## config.mk

```make
export PLATFORM = sky130hd
export DESIGN_NAME = prescaled_timer
export DESIGN_NICKNAME = d
export VERILOG_FILES = /design/src/rtl/timer_pkg.sv /design/src/rtl/bcd_digit_counter.sv /design/src/rtl/prescaled_timer.sv
export SDC_FILE = /design/constraint.sdc
export NUM_CORES = 1
export LEC_CHECK = 0
export ABC_CLOCK_PERIOD_IN_PS = 2500
export CORE_MARGIN = 2
export CORE_UTILIZATION = 40
export CTS_CLUSTER_SIZE = 30
export DETAILED_ROUTE_END_ITERATION = 10
export PLACE_DENSITY_LB_ADDON = 0.15
export SYNTH_ARGS = -nofsm -noshare
export SYNTH_HDL_FRONTEND = slang
export SYNTH_SLANG_ARGS = --single-unit
```

## constraint.sdc

```tcl
create_clock -name clk -period 2.5 [get_ports clk]
set_clock_uncertainty 0.05 [all_clocks]
set_input_delay 0.5 -clock clk [delete_from_list [all_inputs] [get_ports clk]]
set_output_delay 0.5 -clock clk [all_outputs]
set_load 0.02 [all_outputs]
```

## src/rtl/timer_pkg.sv

```systemverilog
// Shared types and constants for the prescaled timer: FSM state encoding,
// digit-mode selectors and the prescaler width helper.
package timer_pkg;

    typedef enum logic [1:0] {
        STOP = 2'd0,
        RUN  = 2'd1,
        DONE = 2'd2
    } timer_state_e;

    localparam int MODE_HEX = 0;
    localparam int MODE_BCD = 1;

    localparam logic [3:0] BCD_DIGIT_MAX = 4'd9;
    localparam logic [3:0] HEX_DIGIT_MAX = 4'hF;

    // Smallest width (at least 1) whose range covers 0..prescale-1.
    function automatic int prescale_width(input int prescale);
        int w;
        w = 1;
        while ((1 << w) < prescale) begin
            w = w + 1;
        end
        return w;
    endfunction

endpackage

```

## src/rtl/bcd_digit_counter.sv

```systemverilog
// One count nibble: adds or subtracts carry_i, producing the next digit and
// a carry (up) or borrow (down) into the next more significant nibble.
module bcd_digit_counter
    import timer_pkg::*;
#(
    parameter int BCD = MODE_HEX
) (
    input  logic [3:0] digit_i,
    input  logic       up_i,
    input  logic       carry_i,
    output logic [3:0] digit_o,
    output logic       carry_o
);

    localparam logic [3:0] DIGIT_MAX = (BCD == MODE_BCD) ? BCD_DIGIT_MAX : HEX_DIGIT_MAX;

    // Next digit value and outgoing carry/borrow.
    always_comb begin
        digit_o = digit_i;
        carry_o = 1'b0;
        if (!carry_i) begin
            digit_o = digit_i;
            carry_o = 1'b0;
        end else if (up_i) begin
            // >= rather than == so an out-of-range BCD nibble still rolls over.
            if (digit_i >= DIGIT_MAX) begin
                digit_o = 4'd0;
                carry_o = 1'b1;
            end else begin
                digit_o = digit_i + 4'd1;
                carry_o = 1'b0;
            end
        end else begin
            if (digit_i == 4'd0) begin
                digit_o = DIGIT_MAX;
                carry_o = 1'b1;
            end else begin
                digit_o = digit_i - 4'd1;
                carry_o = 1'b0;
            end
        end
    end

endmodule

```

## src/rtl/prescaled_timer.sv

```systemverilog
// Prescaled up/down digit timer with STOP/RUN/DONE control.
// Define TIMER_LAP_EN to add the lap input that freezes disp while count runs.
module prescaled_timer
    import timer_pkg::*;
#(
    parameter int CLK_HZ   = 50000000,
    parameter int TICK_HZ  = 1,
    parameter int DIGITS   = 4,
    parameter int BCD      = MODE_HEX,
    parameter int ONE_SHOT = 0
) (
    input  logic                  clk,
    input  logic                  reset,
    input  logic                  enable,
    input  logic                  clear,
    input  logic                  load,
    input  logic [4*DIGITS-1:0]   load_val,
    input  logic                  dir,
`ifdef TIMER_LAP_EN
    input  logic                  lap,
`endif
    output logic [4*DIGITS-1:0]   count,
    output logic [4*DIGITS-1:0]   disp,
    output logic                  tick,
    output logic                  tc,
    output logic                  running,
    output logic                  done
);

    localparam int            PRESCALE = CLK_HZ / TICK_HZ;
    localparam int            PW       = prescale_width(PRESCALE);
    localparam logic [PW-1:0] PS_LAST  = PW'(PRESCALE - 1);
    localparam int            CW       = 4 * DIGITS;

    if (PRESCALE < 2) begin : g_bad_prescale
        $error("prescaled_timer: CLK_HZ/TICK_HZ must be at least 2");
    end
    if (DIGITS < 1 || DIGITS > 8) begin : g_bad_digits
        $error("prescaled_timer: DIGITS must be in 1..8");
    end

    timer_state_e  state_q, state_d;
    logic [PW-1:0] presc_q, presc_d;
    logic [CW-1:0] count_q, count_d;
    logic          tick_q, tick_d;
    logic          tc_q, tc_d;
    logic          running_q, done_q;
    logic [CW-1:0] step_val_s;
    logic [CW-1:0] load_sat_s;
    logic [DIGITS:0] carry_s;
    logic          wrap_s;

    // A carry out of the top digit means the step started at the terminal value.
    assign carry_s[0] = 1'b1;
    for (genvar g = 0; g < DIGITS; g++) begin : g_digit
        bcd_digit_counter #(.BCD(BCD)) u_digit (
            .digit_i (count_q[4*g +: 4]),
            .up_i    (dir),
            .carry_i (carry_s[g]),
            .digit_o (step_val_s[4*g +: 4]),
            .carry_o (carry_s[g+1])
        );
    end

    assign wrap_s = (state_q == RUN) && (presc_q == PS_LAST);

    // Load value with BCD nibbles above 9 saturated.
    always_comb begin
        load_sat_s = load_val;
        if (BCD == MODE_BCD) begin
            for (int i = 0; i < DIGITS; i++) begin
                if (load_val[4*i +: 4] > BCD_DIGIT_MAX) begin
                    load_sat_s[4*i +: 4] = BCD_DIGIT_MAX;
                end else begin
                    load_sat_s[4*i +: 4] = load_val[4*i +: 4];
                end
            end
        end else begin
            load_sat_s = load_val;
        end
    end

    // Next-state: clear > load > step; prescaler only advances in RUN.
    always_comb begin
        state_d = state_q;
        presc_d = presc_q;
        count_d = count_q;
        tick_d  = 1'b0;
        tc_d    = 1'b0;
        if (clear) begin
            state_d = STOP;
            presc_d = '0;
            count_d = '0;
        end else if (load) begin
            count_d = load_sat_s;
            presc_d = '0;
            state_d = (state_q == DONE) ? STOP : state_q;
        end else begin
            case (state_q)
                STOP: begin
                    state_d = enable ? RUN : STOP;
                end
                RUN: begin
                    if (wrap_s) begin
                        presc_d = '0;
                        tick_d  = 1'b1;
                        tc_d    = carry_s[DIGITS];
                        if (carry_s[DIGITS] && (ONE_SHOT != 0)) begin
                            count_d = count_q;
                            state_d = DONE;
                        end else begin
                            count_d = step_val_s;
                            state_d = enable ? RUN : STOP;
                        end
                    end else begin
                        presc_d = presc_q + PW'(1);
                        state_d = enable ? RUN : STOP;
                    end
                end
                DONE: begin
                    state_d = DONE;
                end
                default: begin
                    state_d = STOP;
                end
            endcase
        end
    end

    // State, prescaler, count and status flag registers.
    always_ff @(posedge clk or posedge reset) begin
        if (reset) begin
            state_q   <= STOP;
            presc_q   <= '0;
            count_q   <= '0;
            tick_q    <= 1'b0;
            tc_q      <= 1'b0;
            running_q <= 1'b0;
            done_q    <= 1'b0;
        end else begin
            state_q   <= state_d;
            presc_q   <= presc_d;
            count_q   <= count_d;
            tick_q    <= tick_d;
            tc_q      <= tc_d;
            running_q <= (state_d == RUN);
            done_q    <= (state_d == DONE);
        end
    end

`ifdef TIMER_LAP_EN
    logic          lap_q;
    logic [CW-1:0] lap_cap_q, lap_cap_d;

    // Capture count on the rising edge of lap.
    always_comb begin
        if (clear) begin
            lap_cap_d = '0;
        end else if (lap && !lap_q) begin
            lap_cap_d = count_q;
        end else begin
            lap_cap_d = lap_cap_q;
        end
    end

    // Lap edge detector and captured value.
    always_ff @(posedge clk or posedge reset) begin
        if (reset) begin
            lap_q     <= 1'b0;
            lap_cap_q <= '0;
        end else begin
            lap_q     <= lap;
            lap_cap_q <= lap_cap_d;
        end
    end

    // In the rising cycle the capture equals count_q, so count_q is shown directly.
    assign disp = (lap && lap_q) ? lap_cap_q : count_q;
`else
    assign disp = count_q;
`endif

    assign count   = count_q;
    assign tick    = tick_q;
    assign tc      = tc_q;
    assign running = running_q;
    assign done    = done_q;

endmodule

```

* Word level (Yosys, flattened, before mapping)
Cells that the tools add are included.
Operators by class: reductions and logical operators 16, mux-type cells 51, add/subtract/negate cells 9, order comparisons 4, equality and inequality tests 5
Operators with widths (number):
- 26-bit two-way mux | 4
- 16-bit two-way mux | 4
- 4-bit two-way mux | 15
- 26-bit by 1-bit adder with 26-bit output (second input constant) | 1
- 26-bit equality test (second input constant) | 1
- 1-bit two-way mux | 24
- 4-bit by 1-bit adder with 4-bit output (second input constant) | 4
- 4-bit greater-or-equal comparator (second input constant) | 4
- 4-bit zero test | 4
- 4-bit by 1-bit subtractor with 4-bit output (second input constant) | 4
- 3-bit nonzero test | 5
- 3-bit AND reduction | 3
- 2-bit two-way mux | 3
- 2-bit by 1-bit equality test with 1-bit output (second input constant) | 2
- 2-bit equality test (second input constant) | 2
- 2-bit one-hot mux with 2 select lines | 1
- 2-bit zero test | 1
- 2-bit AND reduction | 1
- 2-bit OR reduction | 1
- 1-bit logical AND | 1
Storage, ports and cells: output and inout port bits 36, flip-flop bits (word level) 48

* Logic depth before layout (Yosys ltp)
depth after elaboration 10, depth in mapped cells 7, depth with buffers taken out 7

* Cells and area by module
Synthesis repeated with hierarchy kept, for this count alone.
Unflattened totals: cells, all modules 422, area total of the unflattened synthesis 3604.7 um^2
By module, submodules not included:
- prescaled_timer | sequential area each 1201.2 um^2, instances 1, area an instance 2768.9 um^2, cells each 298
- bcd_digit_counter | sequential area each 0.0 um^2, instances 4, area an instance 209.0 um^2, cells each 31

* Least setup slack after synthesis
No wires, ideal clock.
path kind register to register, start reg count_q[0], in the netlist count[0], end reg count_q[12], in the netlist count[12], cell stages (with the launch flop) 8, data arrival time 2.377 ns, path slack -0.065 ns, required time 2.313 ns, path through dfrtp_1 -> inv_1 -> ha_1 -> or4b_2 -> a222oi_1 -> nand4_1 -> nor4_1 -> a2111oi_1
Between the ends: longest elaborated chain between the ends 7, elaborated cells between the ends (all ways) 9, those cells by class order compare: 1; mux: 5; reduce/logical: 3
Ends and longest elaborated chain:
- start: declaration | line prescaled_timer.sv:44 | logic [CW-1:0] count_q, count_d;
- start signal: assignment | line prescaled_timer.sv:143 | count_q <= count_d;
- 4-bit greater-or-equal comparator / 4-bit zero test (equally long branches) | line bcd_digit_counter.sv:26, bcd_digit_counter.sv:34
- 1-bit two-way mux (on tied branches) | line bcd_digit_counter.sv:26, bcd_digit_counter.sv:34
- 1-bit two-way mux * | line bcd_digit_counter.sv:24 | end else if (up_i) begin
- 1-bit two-way mux * (2 in a row) | line bcd_digit_counter.sv:21 | if (!carry_i) begin
- 3-bit nonzero test (no line) *
- 3-bit AND reduction (no line) *
Mark *: on every way between the ends. The rest lies on a longest branch, timed or not. A chain may end at the register's enable or synchronous reset.

* Worst setup path in the final report
start reg count_q[4], in the netlist count[4], end reg count_q[12], in the netlist count[12]
The elaborated chain is that of the path after synthesis.

==> run summary <==
=================================================================================
Result of the run                                                    finished, final reports clean
Final critical-path required period                                       2370 ps
Num Clock Sinks                                                                48
Post-route design area                                                   4260 µm²
Highest ir drop seen on vdd                                              0.268 mV
Total number of placement rows                                                 32
Number of port buffers                                                         57
TritonCTS Buffers                                                               5
Number of nets at the end of the flow                                         475
Ratio of routed vias to standard cells                                       5.52
Wire length of the first global-routing pass                             13900 µm
Number of endpoints with negative hold slack in the final report                0
Primary FF master, synth                                                  dfrtp_1
Maximum level of the CTS H-tree                                                 2
Core Region                                                              7810 µm²
Source-to-sink clock delay at the later pin of the worst-skew pair         300 ps
Root buffer cell                                                         clkbuf_8
LEAKAGE                                                                   1.74 nW
Routed vias                                                                  3022
Highest clock frequency the design can meet                               422 MHz
Via count of the first global-routing pass                                   2800
Arrival time of the worst setup path                                      2510 ps
Mean routed wirelength per cell                                           15.4 µm
Count of endpoints failing setup in the final report                            0
Maximum number of pins on one net before global-route repair                   29
Half-perimeter wire length after detailed placement                       6230 µm
Die area                                                                 8850 µm²
Layout cell share with drive strength beyond 1                              18.4%
Main area contributors after synthesis                               dfrtp_1 (37%), xor2_1 (5.1%), nor2_1 (5.1%)
Number of filler cells placed in the layout                                   729
Count of placed standard cells including taps                                 534
Max cap viols                                                                   0
Mean post-synth cell area                                                8.80 µm²
Final core utilization                                                      54.6%
Routability congestion estimate from global placement                       0.872
Pre-antenna DRT Iters                                                           7
Clk buf depth                                                                   2
Post-synthesis instance total                                                 369
Number of pins exceeding their max-slew limit in the final report               0
Actual slew at the worst max-slew pin                                      464 ps
Worst path max stage delay                                                 470 ps
Number of diodes added for antenna fixing                                       0
Slew headroom                                                               69.1%
Maximum net fanout on the critical path                                         4
Power, Total                                                              1.72 mW
Final Routed Wirelength                                                   8420 µm
Slowest cell on crit path                                                  or4b_4
TNS Setup                                                                    0 ps
Area Overhead vs Synth                                                      31.3%
Synth unique cells                                                             61
Biggest area consumer among synthesized cells                             dfrtp_1
TritonCTS clock tree                                                         done
RSZ-0062 raised after global routing                                           no
Initial detailed-routing violation count                                      191
Power per standard cell area                                           405 nW/µm²
Die H                                                                     94.1 µm
Class of the tightest hold or removal check                          primary input to asynchronous set/reset pin
Antenna violations before repair                                                0
DRC violation count after routing                                               0
Slack of the worst reg-to-reg path                                         130 ps
Multi-input gate area in the final layout                                1840 µm²
Number of nets produced by synthesis                                          400
Die outline width                                                         94.1 µm
Synth async-reset ratio                                                      100%
Post-synthesis register bit count                                              48
Critical path startpoint category                                       flip-flop
Yosys warning count                                                             0
Area share of the leading cell type in the synthesized netlist              37.0%
Clock Pin Slew Worst Setup and Hold Paths                                   90 ps
Antenna violation net count after detailed routing                              0
Area taken by flip-flops and latches                                     1200 µm²
Share of synthesized area occupied by flip-flops and latches                37.0%
Effective utilization at floorplan                                          41.6%
GRT overflow                                                                    0
Crit Path Class                                                      flip-flop to flip-flop
Number of enable flip-flop cells after synthesis                                0
Setup slack of the critical path after layout                              132 ps
Setup WS pre-CTS                                                          -403 ps
Crit. End Element                                                       flip-flop
Crit-path cells                                                      inv_1, ha_2, or4b_4, a222oi_1, buf_4, nand4_1, nor4_2, a2111oi_2
Area post-placement                                                      4070 µm²
Final cell count without fillers                                              547
Number of top-level pins                                                       58
Mapped cell area                                                         3250 µm²
CP required                                                               2640 ps
Final cycle utilization of the critical path                                94.7%
Combined global-route utilization of all metal layers                       19.7%
Hold_ws                                                                    475 ps
=================================================================================
## power by group
part / internal (mW) / switching (mW) / leakage (nW)
combinational: 0.198 / 0.209 / 1.05
sequential: 0.795 / 0.0219 / 0.650
clock: 0.224 / 0.276 / 0.0434
total: 1.22 / 0.506 / 1.74
## Yosys cell counts, drive strengths merged (6+ instances only)
library cell,count
a211oi,9
a21oi,13
buf,18
clkbuf,16
dfrtp,48
ha,9
inv,20
nand2,28
nand3,18
nand4,19
nor2,44
o21ai,10
or3,6
xnor2,8
xor2,19
## state kept, by name, indices dropped and copies added, names as in the netlist
register	flops
presc_q	26
count	16
state_q	2
done	1
running	1
tc	1
tick	1
## cells by family after synthesis
group	after synthesis	share of synthesized area, %
buffers and inverters	54	8.13
adders and majority gates	9	3.47
muxes	8	2.58
and+or+nand+nor	156	27.1
AOI/OAI and AO/OA	67	14.5
xor gates and xnor gates	27	7.28
DFF	48	37.0
## path summary, 6_finish.rpt
check | start | endpoint | cells past startpoint
max | count[4] | count[12] | 8
min | reset | presc_q[2] | 2
max in group asynchronous | reset | count[4] | 3
max reg2reg | count[4] | count[12] | 8
min reg2reg | presc_q[15] | presc_q[15] | 2
min in group clk | presc_q[15] | presc_q[15] | 2
## critical path: cells and delay by family (launching register included)
| kind | cells | cell delay [ps] |
|---|---|---|
| AO/OA/AOI/OAI | 2 | 430 |
| adder cells (fa/ha/maj) | 1 | 190 |
| buffers and inverters | 2 | 250 |
| flip-flops | 1 | 410 |
| AND/OR/NAND/NOR | 3 | 930 |
## cell type report
| type | instances | share of cell area [%] |
|---|---|---|
| flip-flops and latches | 48 | 28.3 |
| clock inverters | 2 | 0.352 |
| well taps | 102 | 2.99 |
| repair buffers | 102 | 21.6 |
| inverters | 20 | 1.76 |
| multi-input cells | 267 | 43.1 |
| clock buffers | 6 | 1.94 |
## layer usage
layer / GRT usage (%) / up-vias / share of wire (%)
li1: - / 1481 / -
met1: 27.9 / 1458 / 47
met2: 31.0 / 76 / 47
met3: 3.93 / 7 / 4.3
met4: 5.07 / 0 / 0.97
met5: 0 / - / 0
## repair_timing
action	in CTS	in global routing
setup endpoints to repair	4	5
buffers inserted	1	4
hold endpoints to repair	0	0
pin swaps	3	6
resized for setup	7	9
hold buffers	0	0
## cell usage in the layout (no fill, tap or decap), types with 4 or more instances in the layout
cell type	n
mux2i_1	5
inv_2	5
xor2_1	19
inv_1	15
clkbuf_8	6
nor2_1	44
ha_1	6
or3_1	5
nor3b_1	4
nand4_1	18
nand4b_1	4
nand3_1	18
xnor2_1	8
a21oi_1	13
a211oi_1	8
buf_4	44
o21ai_0	10
dfrtp_1	45
a31oi_1	5
clkdlybuf4s50_1	56
nand2_1	28
No activity file was read; power rests on OpenSTA's default activity.
